File: src/rtl/uart_pkg.sv
// uart_pkg: shared UART types, defaults and baud divisor helper.
package uart_pkg;
    typedef enum logic [2:0] {IDLE, START, DATA, PARITY, STOP} state_t;
    localparam int UART_OSR = 16;
    localparam logic PAR_EVEN = 1'b0;
    localparam logic PAR_ODD  = 1'b1;
    function automatic int calc_div(input int clk_freq, input int baud, input int osr);
        return clk_freq / (baud * osr);
    endfunction
endpackage

File: src/rtl/uart_baud_tick.sv
// uart_baud_tick: free-running divider emitting a one-cycle tick every DIV clocks.
module uart_baud_tick #(
    parameter int DIV = 27
) (
    input  logic clk,
    input  logic rst,
    output logic tick
);
    localparam int CW = (DIV > 1) ? $clog2(DIV) : 1;
    localparam logic [CW-1:0] LAST = CW'(DIV - 1);
    logic [CW-1:0] cnt;
    // Wrap the counter at DIV-1 and strobe tick on the wrap
    always_ff @(posedge clk or negedge rst)
        if (!rst) begin
            cnt  <= '0;
            tick <= 1'b0;
        end else begin
            cnt  <= (cnt == LAST) ? '0 : cnt + 1'b1;
            tick <= cnt == LAST;
        end
endmodule

File: src/rtl/uart_rx_os.sv
// uart_rx_os: oversampling UART receiver, 8 data bits, optional parity, one stop bit.
// Build option UART_RX_MAJORITY_EN: bit values are a 2-of-3 vote of consecutive tick samples.
module uart_rx_os
    import uart_pkg::*;
#(
    parameter int CLK_FREQ = 50_000_000,
    parameter int BAUD     = 115200,
    parameter int OSR      = UART_OSR
) (
    input  logic       clk,
    input  logic       rst,
    input  logic       rx_ext,
    input  logic       par_en,
    input  logic       par_ty,
    output logic [7:0] rx_data,
    output logic       rx_done,
    output logic       parity_error,
    output logic       framing_error,
    output logic       rx_busy
);
    localparam int SW = $clog2(OSR);
    localparam logic [SW-1:0] MID  = SW'(OSR / 2 - 1);
    localparam logic [SW-1:0] LAST = SW'(OSR - 1);
    logic          tick, sync1, sync2, line_q, bit_val, pen_l, pty_l, perr;
    logic [SW-1:0] scnt;
    logic [2:0]    idx;
    logic [7:0]    shreg;
    state_t        state;

    uart_baud_tick #(.DIV(calc_div(CLK_FREQ, BAUD, OSR))) u_tick (
        .clk (clk),
        .rst (rst),
        .tick(tick)
    );

    // Two-flop synchronizer plus one more stage for falling-edge detection
    always_ff @(posedge clk or negedge rst)
        if (!rst) begin
            sync1  <= 1'b1;
            sync2  <= 1'b1;
            line_q <= 1'b1;
        end else begin
            sync1  <= rx_ext;
            sync2  <= sync1;
            line_q <= sync2;
        end

`ifdef UART_RX_MAJORITY_EN
    logic [1:0] hist;
    // Keep the two previous tick samples for the majority vote
    always_ff @(posedge clk or negedge rst)
        if (!rst)
            hist <= 2'b11;
        else if (tick)
            hist <= {hist[0], sync2};
    assign bit_val = (hist[1] & hist[0]) | (hist[1] & sync2) | (hist[0] & sync2);
`else
    assign bit_val = sync2;
`endif

    // Frame FSM: start qualification, data shift, parity check, stop and output update
    always_ff @(posedge clk or negedge rst)
        if (!rst) begin
            state         <= IDLE;
            scnt          <= '0;
            idx           <= '0;
            shreg         <= '0;
            pen_l         <= 1'b0;
            pty_l         <= PAR_EVEN;
            perr          <= 1'b0;
            rx_data       <= '0;
            rx_done       <= 1'b0;
            parity_error  <= 1'b0;
            framing_error <= 1'b0;
            rx_busy       <= 1'b0;
        end else begin
            rx_done <= 1'b0;
            case (state)
                IDLE: if (line_q && !sync2) begin
                    state <= START;
                    scnt  <= '0;
                end
                START: if (tick) begin
                    if (scnt == MID) begin
                        scnt <= '0;
                        if (!bit_val) begin
                            state   <= DATA;
                            rx_busy <= 1'b1;
                            pen_l   <= par_en;
                            pty_l   <= par_ty;
                            idx     <= '0;
                            perr    <= 1'b0;
                        end else
                            state <= IDLE;
                    end else
                        scnt <= scnt + 1'b1;
                end
                default: if (tick) begin
                    scnt <= (scnt == LAST) ? '0 : scnt + 1'b1;
                    if (scnt == LAST) begin
                        if (state == DATA) begin
                            shreg <= {bit_val, shreg[7:1]};
                            idx   <= idx + 1'b1;
                            if (idx == 3'd7)
                                state <= pen_l ? PARITY : STOP;
                        end else if (state == PARITY) begin
                            perr  <= bit_val != (^shreg ^ pty_l);
                            state <= STOP;
                        end else begin
                            rx_data       <= shreg;
                            parity_error  <= pen_l & perr;
                            framing_error <= !bit_val;
                            rx_done       <= 1'b1;
                            rx_busy       <= 1'b0;
                            state         <= IDLE;
                        end
                    end
                end
            endcase
        end
endmodule

File: config.mk
export PLATFORM = sky130hd
export DESIGN_NAME = uart_rx_os
export DESIGN_NICKNAME = d
export VERILOG_FILES = /design/src/rtl/uart_pkg.sv /design/src/rtl/uart_baud_tick.sv /design/src/rtl/uart_rx_os.sv
export SDC_FILE = /design/constraint.sdc
export NUM_CORES = 1
export LEC_CHECK = 0
export ABC_CLOCK_PERIOD_IN_PS = 1640
export CAP_MARGIN = 15
export CORE_ASPECT_RATIO = 1.75
export CORE_MARGIN = 2
export CORE_UTILIZATION = 51
export CTS_CLUSTER_SIZE = 8
export DETAILED_ROUTE_END_ITERATION = 7
export HOLD_SLACK_MARGIN = 0.02
export PLACE_DENSITY = 0.78
export SYNTH_ARGS = -nofsm -noshare
export SYNTH_HDL_FRONTEND = slang
export SYNTH_HIERARCHICAL = 1
export SYNTH_SLANG_ARGS = --single-unit
File: constraint.sdc
create_clock -name clk -period 1.64 [get_ports clk]
set_input_delay 0.246 -clock clk [delete_from_list [all_inputs] [get_ports clk]]
set_output_delay 0.246 -clock clk [all_outputs]
set_load 0.02 [all_outputs]
==> results_dict.tcl <==
set metrics [dict create \
    status "completed" \
    cap_violations 0 \
    worstPathArrival_ns 1.78 \
    area_growth_pct 24.1 \
    worst_pin_slew_ns 0.532 \
    final.period_utilization 0.972 \
    clock_latency_ns 0.30 \
    ios 17 \
    grt_pass1_wl_um 6380 \
    wl_per_cell_um 15.7 \
    n_antenna_cell 0 \
    crit_fanout 9 \
    globalRouteOverflowTotal 0 \
    die_w_um 50.7 \
    fillers 296 \
    async_flop_share 1.00 \
    synth_edf_count 0 \
    met3_usage 0.0610 \
    final_util 0.666 \
    period_needed_ns 1.59 \
    power_leakage_uw 0.00111 \
    ff2ff_path_depth 3 \
    numCtsBuffers 5 \
    start_util 0.536 \
    place_congestion 0.805 \
    drive_gt1_frac 0.328 \
    avgSynthCellArea_um2 12.2 \
    grt_antenna_before_repair 0 \
    slew_violations 0 \
    drt-total-wl_um 3830 \
    cts.path.max_buffers 2 \
    die_h_um 85.7 \
    fin_tns_setup_ns 0 \
    ctsHoldBuffers 0 \
    peakVddDrop_mv 0.742 \
    rows 29 \
    via_per_inst 5.57 \
    top_usage_layer "met2" \
    drtIter0Drc 32 \
    synth-seq-cells 42 \
    dpl.hpwl_um 2750 \
    endpoint_kind "flop" \
    grt_pass1_vias 1415 \
    required_ns 1.82 \
    p_per_area_nw_per_um2 884 \
    worstSetupPathType "flop to flop" \
    hold_path_class "input port to asynchronous set/reset pin" \
    yosysWarningCount 6 \
    r2r_start "state[1]$_DFFE_PN0P_" \
    netlist_area_um2 1950 \
    drc_errors 0 \
    cts-root-buf "clkbuf_8" \
    syn-num-nets 169 \
    ys.flop_type "dfrtp_1" \
    numClockSinks 42 \
    max_freq_ghz 0.628 \
    synth.distinct_cells 42 \
    seqPwrFrac 0.518 \
    core_um2 3630 \
    synth_seq_area_share 0.542 \
    swShare 0.253 \
    hold_viol 0 \
    grt.total_usage 0.198 \
    relSlewSlack 0.645 \
    drtAntennaViolNets 0 \
    clock_power_share 0.334 \
    vias 1358 \
    reg2reg_setup_slack_ns 0.05 \
    cts_tree "yes" \
    firstDrtPassIters 4 \
    die-area_um2 4340 \
    grt_use_met1 0.206 \
    rsz0062_at_grt "no" \
    setup_viol_count_final 0 \
    p_int_uw 1590 \
    skew_ns 0.00961 \
    r2r-end "state[1]$_DFFE_PN0P_" \
    postSynthCellCount 159 \
    htreeDepth 2 \
    clk_pin_slew_ns 0.08 \
    p_comb_frac 0.148 \
    use_met2 0.358 \
    portBuffers 16 \
    p_sw_uw 541 \
    grt_max_degree 43 \
    fin_nets 207 \
    crit_path_start_kind "flop" \
]
[layout make-up]
type / instances / area [µm²] / area share
flip-flops and latches: 42 / 1060 / 0.437
clock inverters: 1 / 8.76 / 0.00363
inverters: 6 / 22.5 / 0.00933
well taps: 46 / 57.6 / 0.0238
repair buffers: 37 / 325 / 0.135
clock buffers: 7 / 86.3 / 0.0358
multi-input cells: 105 / 858 / 0.355
[sequential cells by signal (all words and copies together) (netlist names), 3 cells and up]
name        cells
rx_data         8
scnt            4
idx             3
u_tick/cnt      5
shreg           8
state           3
[cells in the mapped netlist, types with 2 or more instances]
library cell,n,area share
dfrtp_1,39,0.50
mux2_2,20,0.12
nand2_1,12,0.023
o21ai_0,10,0.026
inv_1,6,0.012
xnor2_1,6,0.027
ha_1,5,0.032
nand3_1,5,0.013
nor2_1,5,0.0096
nor3_1,4,0.010
and4b_1,3,0.015
buf_2,3,0.0077
dfstp_2,3,0.041
o211ai_1,3,0.012
a21oi_1,2,0.0051
a22o_1,2,0.0090
and2_1,2,0.0064
and3_1,2,0.0064
buf_6,2,0.012
nand2b_1,2,0.0064
nor4b_1,2,0.0090
[placed cells by master, fill, tap and decap left out, types with 4 or more instances in the layout]
| cell | n |
|---|---|
| buf_4 | 20 |
| clkbuf_8 | 6 |
| clkdlybuf4s50_1 | 15 |
| dfrtp_1 | 38 |
| ha_1 | 4 |
| inv_1 | 6 |
| mux2_2 | 20 |
| nand2_1 | 12 |
| nand3_1 | 4 |
| nor2_1 | 5 |
| nor3_1 | 4 |
| o21ai_0 | 9 |
| xnor2_1 | 6 |
[layer usage]
metal / share of wire / up-vias
li1: - / 644
met4: 0.027 / 0
met2: 0.55 / 23
met5: 0 / -
met1: 0.38 / 679
met3: 0.036 / 12
[power groups by stage]
stage | registers, µW | logic (µW) | clock network (µW)
final | 1110 | 316 | 714
after global routing | 1110 | 354 | 779
after CTS | 1100 | 281 | 739
after detailed placement | 1120 | 276 | 0
after global placement | 1120 | 263 | 0
after floorplan | 1120 | 162 | 0
[worst max-delay path by stage]
stage,startpoint,end,slack (ns),cells after the start
floorplan,state[1]$_DFFE_PN0P_,state[1]$_DFFE_PN0P_,0.009,5
global placement,state[1]$_DFFE_PN0P_,shreg[0]$_DFFE_PN0P_,-0.04,4
detailed placement,state[1]$_DFFE_PN0P_,shreg[2]$_DFFE_PN0P_,-0.07,4
CTS,scnt[0]$_DFFE_PN0P_,rx_data[4]$_DFFE_PN0P_,-0.02,6
global route,state[2]$_DFFE_PN0P_,shreg[2]$_DFFE_PN0P_,0.01,3
finish,state[1]$_DFFE_PN0P_,state[1]$_DFFE_PN0P_,0.05,3
[cells by family after synthesis]
logic type | count (synthesis) | share of synthesized area
compound gates | 27 | 0.0958
buf+inv | 12 | 0.0347
flops | 42 | 0.542
xor+xnor | 8 | 0.0431
mux | 22 | 0.129
fa+ha+maj | 5 | 0.0322
simple gates | 43 | 0.123
[critical path: stages, from the launching register on]
cell     delay (ns)
dfrtp_2        0.49
or3_4          0.42
o21a_4         0.24
a221o_1        0.33
[what timing repair did]
item | CTS | global route
buffers inserted | 0 | 3
gates cloned | 0 | 0
hold endpoints to repair | 0 | 0
resized for setup | 4 | 7
endpoints found under the setup margin | 21 | 12
pin swaps | 0 | 0
[through the flow]
stage          area [µm²]  std cells  setup slack (ns)  hold slack (ns)  power, µW
2_1_floorplan        1950        159           0.00912          -0.0496       1280
3_5_place_dp         2260        233           -0.0746            0.348       1400
5_1_grt              2410        244            0.0101           0.0391       2240
3_3_place_gp         2260        233           -0.0442            0.331       1380
6_report             2410        244            0.0465          0.00818       2140
4_1_cts              2360        241           -0.0233           0.0214       2120
Note: power is estimated with default switching activity, not from simulation.
==> patch 1: new RTL, same flow settings <==
Put one more register stage on the output `parity_error`, cleared by the reset. The value now appears one clock later. The other outputs are not delayed to match.
--- a/src/rtl/uart_rx_os.sv
+++ b/src/rtl/uart_rx_os.sv
@@ -22,4 +22,6 @@
     localparam logic [SW-1:0] MID  = SW'(OSR / 2 - 1);
     localparam logic [SW-1:0] LAST = SW'(OSR - 1);
+
+    logic parity_error_s0;
     logic          tick, sync1, sync2, line_q, bit_val, pen_l, pty_l, perr;
     logic [SW-1:0] scnt;
@@ -71,5 +73,5 @@
             rx_data       <= '0;
             rx_done       <= 1'b0;
-            parity_error  <= 1'b0;
+            parity_error_s0 <= 1'b0;
             framing_error <= 1'b0;
             rx_busy       <= 1'b0;
@@ -109,5 +111,5 @@
                         end else begin
                             rx_data       <= shreg;
-                            parity_error  <= pen_l & perr;
+                            parity_error_s0 <= pen_l & perr;
                             framing_error <= !bit_val;
                             rx_done       <= 1'b1;
@@ -119,4 +121,12 @@
             endcase
         end
+    always_ff @(posedge clk or negedge rst) begin
+        if (!rst) begin
+            parity_error <= '0;
+        end else begin
+            parity_error <= parity_error_s0;
+        end
+    end
+
 endmodule
 
Formal check against the unedited RTL: no difference found for any inputs over 10 cycles, from zero or initial values and one cycle with rst low; that may be too few to reach the edited logic, so the function may still have changed.
==> patch 1 against the unedited design <==
The run now ends with setup timing left; sequential cell count rose by 1; worst setup slack got worse by 0.082 ns; hold slack improved by 0.35 ns; total power fell by 1.6%; routed wire length rose by 7.0%; area after synthesis rose by 3.2%; sequential power rose by 5%; design area rose by 3.5%.
==> patch 1: results (changes against the unedited design) <==
| Stage | Result | Reported | vs unedited |
| --- | --- | --- | --- |
| place | HPWL after DPL | 2930 um | was 2750 um |
| cells and area | Count of fill cells added during filler insertion | 323 | was 296 |
| timing | Setup violators final | 7 | was 0 |
| place | Routability congestion estimate from global placement | 0.774 | was 0.805 |
| pwr | Maximum vdd ir drop | 0.000776 V | was 0.000742 V |
| place | Pre-CTS setup slack | -0.120 ns | was -0.0746 ns |
| global route | Largest net degree at the start of global routing | 25 | was 43 |
| setup path | Critical path startpoint | scnt[1]$_DFFE_PN0P_ | was state[1]$_DFFE_PN0P_ |
| synthesis | Most area-consuming cells after synthesis | sky130_fd_sc_hd__dfrtp_1 (50%), sky130_fd_sc_hd__nand2_1 (6.9%), sky130_fd_sc_hd__dfstp_2 (3.9%), sky130_fd_sc_hd__mux2_2 (3.9%), sky130_fd_sc_hd__mux2_4 (3.7%) | was sky130_fd_sc_hd__dfrtp_1 (50%), sky130_fd_sc_hd__mux2_2 (12%), sky130_fd_sc_hd__dfstp_2 (4.1%), sky130_fd_sc_hd__ha_1 (3.2%), sky130_fd_sc_hd__xnor2_1 (2.7%) |
| setup path | Slowest stage cell, crit path | sky130_fd_sc_hd__or3_4 | was sky130_fd_sc_hd__dfrtp_2 |
| setup path | Worst endpoint data arrival time | 1.86 ns | was 1.78 ns |
| outcome | Status | finished, violations left | was complete, no violations |
| cells and area | Fraction of layout instances using a drive strength above 1 | 0.268 | was 0.328 |
| place | Post-DP Area | 0.00233 mm^2 | was 0.00226 mm^2 |
| synthesis | Commonest cells in the synthesized netlist | sky130_fd_sc_hd__dfrtp_1 (40), sky130_fd_sc_hd__nand2_1 (37), sky130_fd_sc_hd__o21ai_0 (10) | was sky130_fd_sc_hd__dfrtp_1 (39), sky130_fd_sc_hd__mux2_2 (20), sky130_fd_sc_hd__nand2_1 (12) |
| route | Number of DRC markers in iteration 0 | 22 | was 32 |
| pwr | Static Leakage | 1.19 nW | was 1.11 nW |
| setup path | CP max FO | 6 | was 9 |
| pwr | Switching component of the power | 0.000523 W | was 0.000541 W |
| hold path | Worst min-delay path class | in2reg | was in2async |
| outcome | Violations in the final reports | setup timing |  |
| synthesis | Xor and xnor area share after synthesis | 0.0461 | was 0.0431 |
| timing | Skew final | 0.00518 ns | was 0.00961 ns |
| route | DR vias/cell | 5.54 | was 5.57 |
| timing | Minimum setup slack in the final design | -0.0350 ns | was 0.0465 ns |
| synthesis | Nets in the synthesized netlist | 192 | was 169 |
| timing | Pin slew with the least headroom to its limit | 0.481 ns | was 0.532 ns |
## patch 1: cell count changes after synthesis, sizes merged, moves of 2 or more
cell    unedited run  this run
nand2             12        38
mux2              22        12
clkbuf             0         5
buf                6         2
or3                1         3
## patch 1: final cells by class
class	instances	share of cell area
timing repair buffer	37	0.131
multi-input combinational	126	0.364
clock inverter	1	0.00200
inverter	6	0.0105
sequential	43	0.434
tap	48	0.0240
clock buffer	7	0.0346
## patch 1: timing repair
action | in CTS | in global routing
pin swaps | 0 | 1
resized for setup | 2 | 9
setup buffers | 2 | 2
setup endpoints to repair | 13 | 27
endpoints found under the hold margin | 16 | 0
hold buffers | 1 | 0
## patch 1: routing by layer
metal,vias to the layer above,part of all wire,GRT usage
li1,704,-,-
met1,726,0.37,0.220
met2,42,0.57,0.396
met3,12,0.036,0.0515
met4,0,0.032,0.0861
met5,-,0,0
## patch 1: power groups by stage
| stage | logic, W | clock network [W] | registers (W) |
|---|---|---|---|
| global placement | 0.000219 | 0 | 0.00117 |
| global route | 0.000289 | 0.000751 | 0.00117 |
| finish | 0.000258 | 0.000680 | 0.00116 |
| floorplan | 0.000158 | 0 | 0.00114 |
| CTS | 0.000241 | 0.000714 | 0.00115 |
| detailed placement | 0.000237 | 0 | 0.00117 |
## patch 1: kinds of logic (layout without fill, tap and decap cells)
logic type                 Yosys count  count (layout)
muxes                               13              13
and+or+nand+nor                     73              73
DFF                                 43              43
adders and majority gates            5               5
xor gates and xnor gates             9               9
AOI/OAI and AO/OA                   26              26
buffers and inverters               13              51
## patch 1: worst max-delay path, delay by kind of cell (launching register included)
kind                     cells  cell delay (ns)
adder cells (fa/ha/maj)      1             0.19
multiplexers                 1             0.31
AND/OR/NAND/NOR              3             0.69
flip-flops                   1             0.37
## patch 1: per-stage QoR
stage	instances	power, W	util	hold slack, ns	setup TNS (ns)
6_report	268	0.00210	0.653	0.356	-0.181
5_1_grt	268	0.00221	0.653	0.362	-0.499
4_1_cts	266	0.00211	0.640	0.349	-0.130
3_5_place_dp	255	0.00141	0.608	0.241	-0.627
3_3_place_gp	255	0.00139	0.608	0.225	-0.247
2_1_floorplan	182	0.00130	-	-0.0496	-0.508
## patch 1: worst paths after layout
check	endpoint	slack (ns)	cells after the start
max in group asynchronous	state[0]$_DFFE_PN0P_	0.71	3
hold / removal	sync1$_DFF_PN1_	0.36	1
setup / recovery	shreg[4]$_DFFE_PN0P_	-0.04	5
hold reg to reg	bit_val$_DFF_PN1_	0.36	0
setup reg to reg	shreg[4]$_DFFE_PN0P_	-0.04	5
min in group asynchronous	idx[1]$_DFFE_PN0P_	0.44	2
==> patch 2: new RTL, same flow settings <==
Made on the original files. The option `UART_RX_MAJORITY_EN` is turned on by a define.
--- a/src/rtl/uart_rx_os.sv
+++ b/src/rtl/uart_rx_os.sv
@@ -1,4 +1,6 @@
 // uart_rx_os: oversampling UART receiver, 8 data bits, optional parity, one stop bit.
 // Build option UART_RX_MAJORITY_EN: bit values are a 2-of-3 vote of consecutive tick samples.
+`define UART_RX_MAJORITY_EN
+
 module uart_rx_os
     import uart_pkg::*;
Check against the original RTL: same outputs for any inputs over 10 cycles, from zero or initial values and one cycle with rst low; that may be too few to reach the edited logic, so the function may still have changed.
==> patch 2 against the unedited design <==
Synthesized cell count up 3.8%; worst setup slack worse by 0.033 ns; sequential share of layout area down 0.35 points; largest cell class unchanged; design area up 6.1%; area after synthesis up 6.2%; routed wire length up 12%; sequential cell count up 2.
Power is not compared: it rests on default switching activity, and its combinational part moved more than twofold at a synthesized area within 25%.
==> patch 2: results (changes against the unedited design) <==
| Stage | Result | Reported | vs unedited |
| --- | --- | --- | --- |
| setup path | Slowest stage cell, crit path | sky130_fd_sc_hd__dfstp_2 | was sky130_fd_sc_hd__dfrtp_2 |
| synthesis | Commonest cells in the synthesized netlist | sky130_fd_sc_hd__dfrtp_1 (39), sky130_fd_sc_hd__mux2_2 (26), sky130_fd_sc_hd__nand2_1 (9), sky130_fd_sc_hd__nor2_1 (9), sky130_fd_sc_hd__o21ai_0 (7) | was sky130_fd_sc_hd__dfrtp_1 (39), sky130_fd_sc_hd__mux2_2 (20), sky130_fd_sc_hd__nand2_1 (12) |
| synthesis | Unique cell type count in the Yosys netlist | 46 | was 42 |
| route | Wire length on met1 | 1580 um | was 1460 um |
| place | HPWL after DPL | 2810 um | was 2750 um |
| global route | Fraction of met3 tracks used by global routing | 0.0546 | was 0.0610 |
| synthesis | Most area-consuming cells after synthesis | sky130_fd_sc_hd__dfrtp_1 (47%), sky130_fd_sc_hd__mux2_2 (14%), sky130_fd_sc_hd__dfstp_2 (6.4%), sky130_fd_sc_hd__ha_1 (3.0%), sky130_fd_sc_hd__xnor2_1 (2.5%) | was sky130_fd_sc_hd__dfrtp_1 (50%), sky130_fd_sc_hd__mux2_2 (12%), sky130_fd_sc_hd__dfstp_2 (4.1%), sky130_fd_sc_hd__ha_1 (3.2%), sky130_fd_sc_hd__xnor2_1 (2.7%) |
| hold path | Worst min-delay path class | in2reg | was in2async |
| setup path | Slack of the worst reg-to-reg path | 0.01 ns | was 0.05 ns |
| global route | GRT Resource Usage Total | 0.209 | was 0.198 |
| cells and area | Fraction of layout instances using a drive strength above 1 | 0.342 | was 0.328 |
| setup path | Worst path top cell family by delay | flip-flops | was compound AO/OA/AOI/OAI gates |
| setup path | Worst endpoint data arrival time | 1.80 ns | was 1.78 ns |
| global route | M1 GR Usage | 0.223 | was 0.206 |
| route | Number of DRC markers in iteration 0 | 26 | was 32 |
| place | Routability congestion estimate from global placement | 0.905 | was 0.805 |
| global route | Largest net degree at the start of global routing | 26 | was 43 |
| route | Detailed route wirelength on metal2 | 2440 um | was 2120 um |
| setup path | CP max FO | 4 | was 9 |
| global route | First-pass GRT wire length | 6970 um | was 6380 um |
| synthesis | Sequential fraction of the synthesis area | 0.536 | was 0.542 |
| timing | Skew final | 0.0161 ns | was 0.00961 ns |
| global route | Global-route met2 utilization | 0.376 | was 0.358 |
| synthesis | Nets in the synthesized netlist | 175 | was 169 |
| global route | Via count of the first global-routing pass | 1,489 | was 1,415 |
| timing | Fmax | 615 MHz | was 628 MHz |
| timing | Max-slew headroom at the worst pin | 0.676 | was 0.645 |
| route | Routed wire per std cell | 17.5 um | was 15.7 um |
| setup path | Longest individual stage delay on the worst path | 0.39 ns | was 0.49 ns |
| cells and area | Count of fill cells added during filler insertion | 284 | was 296 |
| place | Post-DP Area | 0.00237 mm^2 | was 0.00226 mm^2 |
| outcome | Status | complete, no violations | unchanged |
==> patch 2: final timing paths <==
check | cells past startpoint | endpoint | start
setup reg to reg | 5 | idx[1]$_DFFE_PN0P_ | sync2$_DFF_PN1_
hold / removal | 1 | sync1$_DFF_PN1_ | rx_ext
min in group asynchronous | 2 | scnt[1]$_DFFE_PN0P_ | rst
setup / recovery | 5 | idx[1]$_DFFE_PN0P_ | sync2$_DFF_PN1_
max in group asynchronous | 3 | rx_data[6]$_DFFE_PN0P_ | rst
hold reg to reg | 0 | sync2$_DFF_PN1_ | sync1$_DFF_PN1_
==> patch 2: cells by family (layout without fill, tap and decap cells) <==
group / Yosys count / count (layout) / synth area share
buffers and inverters: 8 / 39 / 0.0200
xor gates and xnor gates: 8 / 8 / 0.0406
and+or+nand+nor: 46 / 46 / 0.136
muxes: 27 / 27 / 0.147
AOI/OAI and AO/OA: 26 / 26 / 0.0854
DFF: 44 / 44 / 0.536
adders and majority gates: 6 / 6 / 0.0357
==> patch 2: cell type report <==
class / count / share of cell area
clock buffers: 5 / 0.0269
repair buffers: 29 / 0.114
clock inverters: 2 / 0.0234
inverters: 3 / 0.00440
well taps: 48 / 0.0234
flip-flops and latches: 44 / 0.434
multi-input cells: 113 / 0.374
==> patch 2: through the flow <==
step           utilization  power (W)  std cells  hold slack, ns
2_1_floorplan            -    0.00178        165         -0.0496
3_3_place_gp         0.613    0.00201        235           0.227
3_5_place_dp         0.613    0.00206        235           0.237
4_1_cts              0.653    0.00306        243           0.349
5_1_grt              0.662    0.00326        244           0.351
6_report             0.662    0.00311        244           0.356
==> patch 2: timing repair <==
item / 4_1_cts / 5_1_grt
hold endpoints to repair: 14 / 0
hold buffers: 1 / 0
buffers inserted: 0 / 1
pin swaps: 0 / 1
endpoints found under the setup margin: 10 / 27
gates resized for setup: 3 / 10
